[src/rtl/fetch_queue.sv]
// fetch_queue: fetch PC register feeding the icache, plus a circular buffer
// of {instruction, pc} entries that feeds up to two instructions per cycle to decode.
module fetch_queue #(
    parameter int          QUEUE_DEPTH = 16,
    parameter int          ISSUE_WIDTH = 2,
    parameter logic [31:0] RESET_PC    = 32'h0000_0000
) (
    input  logic                           clk,
    input  logic                           rst,
    output logic [31:0]                    icache_pc,
    input  logic [3:0][31:0]               icache_inst,
    input  logic                           redirect_valid,
    input  logic [31:0]                    redirect_pc,
    input  logic [1:0]                     deq_num,
    output logic [1:0]                     out_valid,
    output logic [1:0][31:0]               out_inst,
    output logic [1:0][31:0]               out_pc,
    output logic [$clog2(QUEUE_DEPTH):0]   count,
    output logic                           fetching
);
    localparam int AW = $clog2(QUEUE_DEPTH);
    localparam int CW = AW + 1;

    logic [31:0]   pc;
    logic [AW-1:0] head, tail;
    logic [31:0]   ent_inst [QUEUE_DEPTH];
    logic [31:0]   ent_pc   [QUEUE_DEPTH];
    logic [1:0]    req, k;

    assign icache_pc = pc;
    // Space check uses registered count so a full bundle always fits.
    assign fetching  = !rst && !redirect_valid && (count <= CW'(QUEUE_DEPTH - 4));
    assign req       = (deq_num > 2'(ISSUE_WIDTH)) ? 2'(ISSUE_WIDTH) : deq_num;
    assign k         = (CW'(req) > count) ? count[1:0] : req;

    assign out_valid   = {count >= CW'(2), count != '0};
    assign out_inst[0] = ent_inst[head];
    assign out_inst[1] = ent_inst[head + AW'(1)];
    assign out_pc[0]   = ent_pc[head];
    assign out_pc[1]   = ent_pc[head + AW'(1)];

    always_ff @(posedge clk or posedge rst) begin
        if (rst) begin
            pc    <= RESET_PC;
            head  <= '0;
            tail  <= '0;
            count <= '0;
        end else if (redirect_valid) begin
            pc    <= {redirect_pc[31:2], 2'b00};
            head  <= '0;
            tail  <= '0;
            count <= '0;
        end else begin
            if (fetching) begin
                tail <= tail + AW'(4);
                pc   <= pc + 32'd16;
            end
            head  <= head + AW'(k);
            count <= count + (fetching ? CW'(4) : CW'(0)) - CW'(k);
        end
    end

    always_ff @(posedge clk) begin
        if (fetching) begin
            for (int i = 0; i < 4; i++) begin
                ent_inst[tail + AW'(i)] <= icache_inst[i];
                ent_pc[tail + AW'(i)]   <= pc + 32'(4 * i);
            end
        end
    end
endmodule

[config.mk]
export PLATFORM = sky130hd
export DESIGN_NAME = fetch_queue
export DESIGN_NICKNAME = d
export VERILOG_FILES = /design/src/rtl/fetch_queue.sv
export SDC_FILE = /design/constraint.sdc
export NUM_CORES = 2
export LEC_CHECK = 0
export ABC_CLOCK_PERIOD_IN_PS = 11180
export CAP_MARGIN = 20
export CORE_MARGIN = 1.5
export CORE_UTILIZATION = 60
export CTS_CLUSTER_SIZE = 10
export DETAILED_ROUTE_END_ITERATION = 12
export GPL_ROUTABILITY_DRIVEN = 0
export PLACE_DENSITY = 0.8
export SLEW_MARGIN = 10
export SYNTH_ARGS = -nofsm -noshare
export SYNTH_HDL_FRONTEND = slang
export SYNTH_SLANG_ARGS = --single-unit
[constraint.sdc]
create_clock -name clk -period 11.18 [get_ports clk]
set_input_delay 2.795 -clock clk [delete_from_list [all_inputs] [get_ports clk]]
set_output_delay 2.795 -clock clk [all_outputs]
set_load 0.005 [all_outputs]
### After elaboration in Yosys (flattened, before gate mapping)

Memory sizes are Yosys's and may differ from the RTL's.
Cells that the tools add are included.

* flip-flop bits (word level): 45
* bits in writable memories: 1024
* input bits: 165
* memories: 2

Memory list
* ent_inst: words 16, width 32, rd ports 2, clocked after Yosys merged registers in 0, wr ports 4, line 26 `logic [31:0] ent_inst [QUEUE_DEPTH];`
* ent_pc: words 16, width 32, rd ports 2, clocked after Yosys merged registers in 0, wr ports 4, line 27 `logic [31:0] ent_pc [QUEUE_DEPTH];`

* add/sub/neg operators: 12
* order comparisons: 4
* muxes and demuxes: 11
* reductions and logical operators: 6

Operators with widths (count)
* adder 32 x 4 -> 32 bit, second input constant: 2
* 2-to-1 mux 32 bit: 2
* adder 32 x 3 -> 32 bit, second input constant: 1
* adder 32 x 5 -> 32 bit, second input constant: 1
* 2-to-1 mux 4 bit: 3
* adder 4 x 1 -> 4 bit, second input constant: 2
* adder 4 x 2 -> 4 bit, second input constant: 2
* adder 5 x 3 -> 5 bit: 1
* greater-or-equal comparator 5 x 2 -> 1 bit, second input constant: 1
* greater-than comparator 2 x 5 -> 1 bit: 1
* less-or-equal comparator 5 x 4 -> 1 bit, second input constant: 1
* 2-to-1 mux 5 bit: 1
* nonzero test 5 bit: 1
* subtractor 5 x 2 -> 5 bit: 1
* adder 4 x 2 -> 4 bit: 1
* adder 4 x 3 -> 4 bit, second input constant: 1
* 2-to-1 mux 2 bit: 2
* 2-to-1 mux 3 bit: 1
* greater-than comparator 2 bit, second input constant: 1
* logical AND 1 bit: 2
* zero test 1 bit: 2
* 2-to-1 mux 1 bit: 2
* nonzero test 2 bit: 1

### Longest topological paths before layout

* depth after elaboration: 7
* gate-level depth with buffers: 15
* mapped depth without buffers: 12

### Worst setup path before layout

No wires, ideal clock.

* kind: input to register
* from: input rst
* to: memory ent_inst[10][0], enable pin
* setup time: 0.598 ns
* arrival time: 8.776 ns
* required time: 10.582 ns
* path slack: 1.807 ns
* stages on the path: 6
* cell sequence: buf_2 -> nor4b_1 -> o21ai_1 -> clkbuf_1 -> buf_1 -> inv_1

RTL lines
* from (decl): line 9 `input logic rst,`
* to (decl): line 26

### Worst setup path in the final report

* from: input rst
* to: output fetching

* cells in the longest elaborated chain, start to end: 3

RTL lines
* zero test 1 bit (no line)
* logical AND 1 bit (2 in a row): line 32 `assign fetching = !rst && !redirect_valid && (count <= CW'(QUEUE_DEPTH - 4));`
* to (decl): line 19 `output logic fetching`

Every way passes these cells.

==> flow_metrics.env <==
export IMPL_grt_setup_unrepaired="false"
export IMPL_drtAntennaViolNets=0
export IMPL_final_common_cell="nand2_1"
export IMPL_worstPathRequired_ns=8.39
export IMPL_postLayoutCoreUtil_pct=68.63
export IMPL_row_count=112
export IMPL_cts_setup_buffers=0
export IMPL_endpoint_kind="output port"
export IMPL_wl_per_cell_um=27.79
export IMPL_grt_pass1_wl_um=228200
export IMPL_path_clk_slew_ns=0.06
export IMPL_ys_warn_count=0
export IMPL_final_setup_viol_count=0
export IMPL_critPathLaunchType="input port"
export IMPL_drv_slew=0
export IMPL_fill_cells=6099
export IMPL_crit_fanout=37
export IMPL_drtPass1Iterations=6
export IMPL_die_x_um=311.3
export IMPL_mostFrequentLayoutCells="nand2_1 (1,025), edfxtp_1 (992), mux4_2 (620)"
export IMPL_hold_buffers=0
export IMPL_coreArea_um2=93750
export IMPL_clock_skew_ns=0.05002
export IMPL_clock_root_buffer="clkbuf_16"
export IMPL_area_sequential_um2=30830
export IMPL_tns_ns=0
export IMPL_p_leak_uw=0.02075
export IMPL_grt_pass1_vias=37175
export IMPL_dieArea_um2=96930
export IMPL_antenna_found_initial=12
export IMPL_ios=333
export IMPL_path_class="input port to output port"
export IMPL_syn_instance_count=4011
export IMPL_clockBufferDepth=3
export IMPL_max_vdd_ir_drop_mv=0.1931
export IMPL_port_buffers=324
export IMPL_cts_tree="built"
export IMPL_h_tree_depth=3
export IMPL_holdCritPathClass="register to register"
export IMPL_fin_crit_sh_pct=72.39
export IMPL_start_util_pct=60.85
export IMPL_status="finished, final reports clean"
export IMPL_drtIter0Drc=4752
export IMPL_grt_usage_pct=31.50
export IMPL_viasPerCell=6.719
export IMPL_tightest_slew_ns=1.175
export IMPL_drcViolationCount=0
export IMPL_ctsResizeCount=0
export IMPL_ys_types=69
export IMPL_grt_max_degree=168
export IMPL_reg2reg_depth=8
export IMPL_hold_viol=0
export IMPL_final_nets=4327
export IMPL_synth_edf_count=992
export IMPL_dp_hpwl_um=91780
export IMPL_power_density_nw_per_um2=213.0
export IMPL_clock_fmax_ghz=0.1236
export IMPL_gr_total_overflow=0
export IMPL_cp_arrival_ns=5.30
export IMPL_syn_to_final_growth_pct=12.79
export IMPL_layout_drive_gt1_share_pct=21.27
export IMPL_postSynthAreaPerCell_um2=14.22
export IMPL_vias=36650
export IMPL_max_cap_viol_count=0
export IMPL_synth_ff_latch_count=1033
export IMPL_slew_headroom_pct=21.67
export IMPL_cts_buffers=116
export IMPL_insertion_delay_ns=0.72
export IMPL_layout_min_cycle_time_ns=8.093
export IMPL_synth_flop_cell="edfxtp_1"
export IMPL_hold_depth=1
export IMPL_yosysSeqAreaShare_pct=54.02
export IMPL_async_flop_share_pct=3.969
export IMPL_synth_area_um2=57040
export IMPL_cts_sinks=1033
export IMPL_multi_input_area_um2=24480
export IMPL_wirelength_um=151600
export IMPL_die_height_um=311.3
==> where the power goes <==
part           total (µW)  internal, µW  switching [µW]
clock network        3420          1940            1480
registers            4890          4620             273
logic                5390          2920            2470
total               13700          9490            4210
==> layout make-up <==
cell class / instances / area share [%]
Clock inverter: 10 / 0.1614
Clock buffer: 172 / 4.918
Tap cell: 1254 / 2.439
Antenna cell: 8 / 0.03112
Sequential cell: 1033 / 47.92
Timing Repair Buffer: 405 / 6.157
Multi-Input combinational cell: 2531 / 38.05
Inverter: 42 / 0.3248
==> registers in the layout (all words and copies together), names as in the netlist <==
name,cells
ent_inst,512
ent_pc,480
icache_pc,30
tail,2
count,5
head,4
==> worst paths after layout <==
path                                              end  slack (ns)                start
min                               tail[2]$_DFFE_PP0N_        0.58  tail[2]$_DFFE_PP0N_
max reg2reg                ent_inst[14][20]$_DFFE_PP_        6.45   count[4]$_DFF_PP0_
max                                          fetching        3.09                  rst
min in group asynchronous         tail[2]$_DFFE_PP0N_        2.74                  rst
max in group asynchronous    icache_pc[2]$_DFFE_PP0P_        7.83                  rst
min reg2reg                       tail[2]$_DFFE_PP0N_        0.58  tail[2]$_DFFE_PP0N_
==> cells in the mapped netlist (all sizes together) (31+ instances only) <==
library cell	instances	area share (%)
nand2	1025	6.7
edfxtp	992	52
mux4	620	24
xnor2	260	4.0
clkbuf	246	1.6
buf	164	1.4
nand3	128	1.1
nor2	87	0.57
xor2	86	1.3
nor3	56	0.56
dfrtp	41	1.8
nand4	39	0.45
inv	35	0.23
ha	31	0.68
==> routing by layer <==
| layer | GRT usage, % | up-vias | wire length [µm] |
|---|---|---|---|
| li1 | - | 15440 | - |
| met1 | 41.05 | 18485 | 53410 |
| met2 | 51.72 | 2278 | 74850 |
| met3 | 6.103 | 431 | 16260 |
| met4 | 14.56 | 16 | 6988 |
| met5 | 0 | - | 87 |
==> cell families (layout without fill, tap and decap cells) <==
logic type | count (synthesis) | count (layout) | share of synthesized area [%]
muxes | 636 | 636 | 24.77
AOI/OAI and AO/OA | 90 | 90 | 1.226
and+or+nand+nor | 1420 | 1420 | 10.56
DFF | 1033 | 1033 | 54.02
other | 1 | 14 | 0.006574
buffers and inverters | 452 | 629 | 3.347
xor gates and xnor gates | 346 | 346 | 5.313
adders and majority gates | 33 | 33 | 0.7502
==> worst max-delay path, stage by stage <==
cell and delay, ns:
clkdlybuf4s50_1 0.57, or3_1 0.52, a21o_1 0.21, clkinv_2 0.54, clkdlybuf4s50_1 0.64
==> per-stage QoR <==
stage               std cells  worst slack (ns)  hold slack (ns)  cell area (µm²)  power, µW
finish                   5455             3.087           0.5840            64340      13700
floorplan                4016             1.807           0.5148            57060       8417
detailed placement       5259             3.161           0.5655            60960      10330
global placement         5258             3.169           0.5456            60960      10230
CTS                      5441             3.062           0.5782            64230      13730
global route             5449             2.824           0.6120            64320      14180
Note: power is estimated with default switching activity, not from simulation.
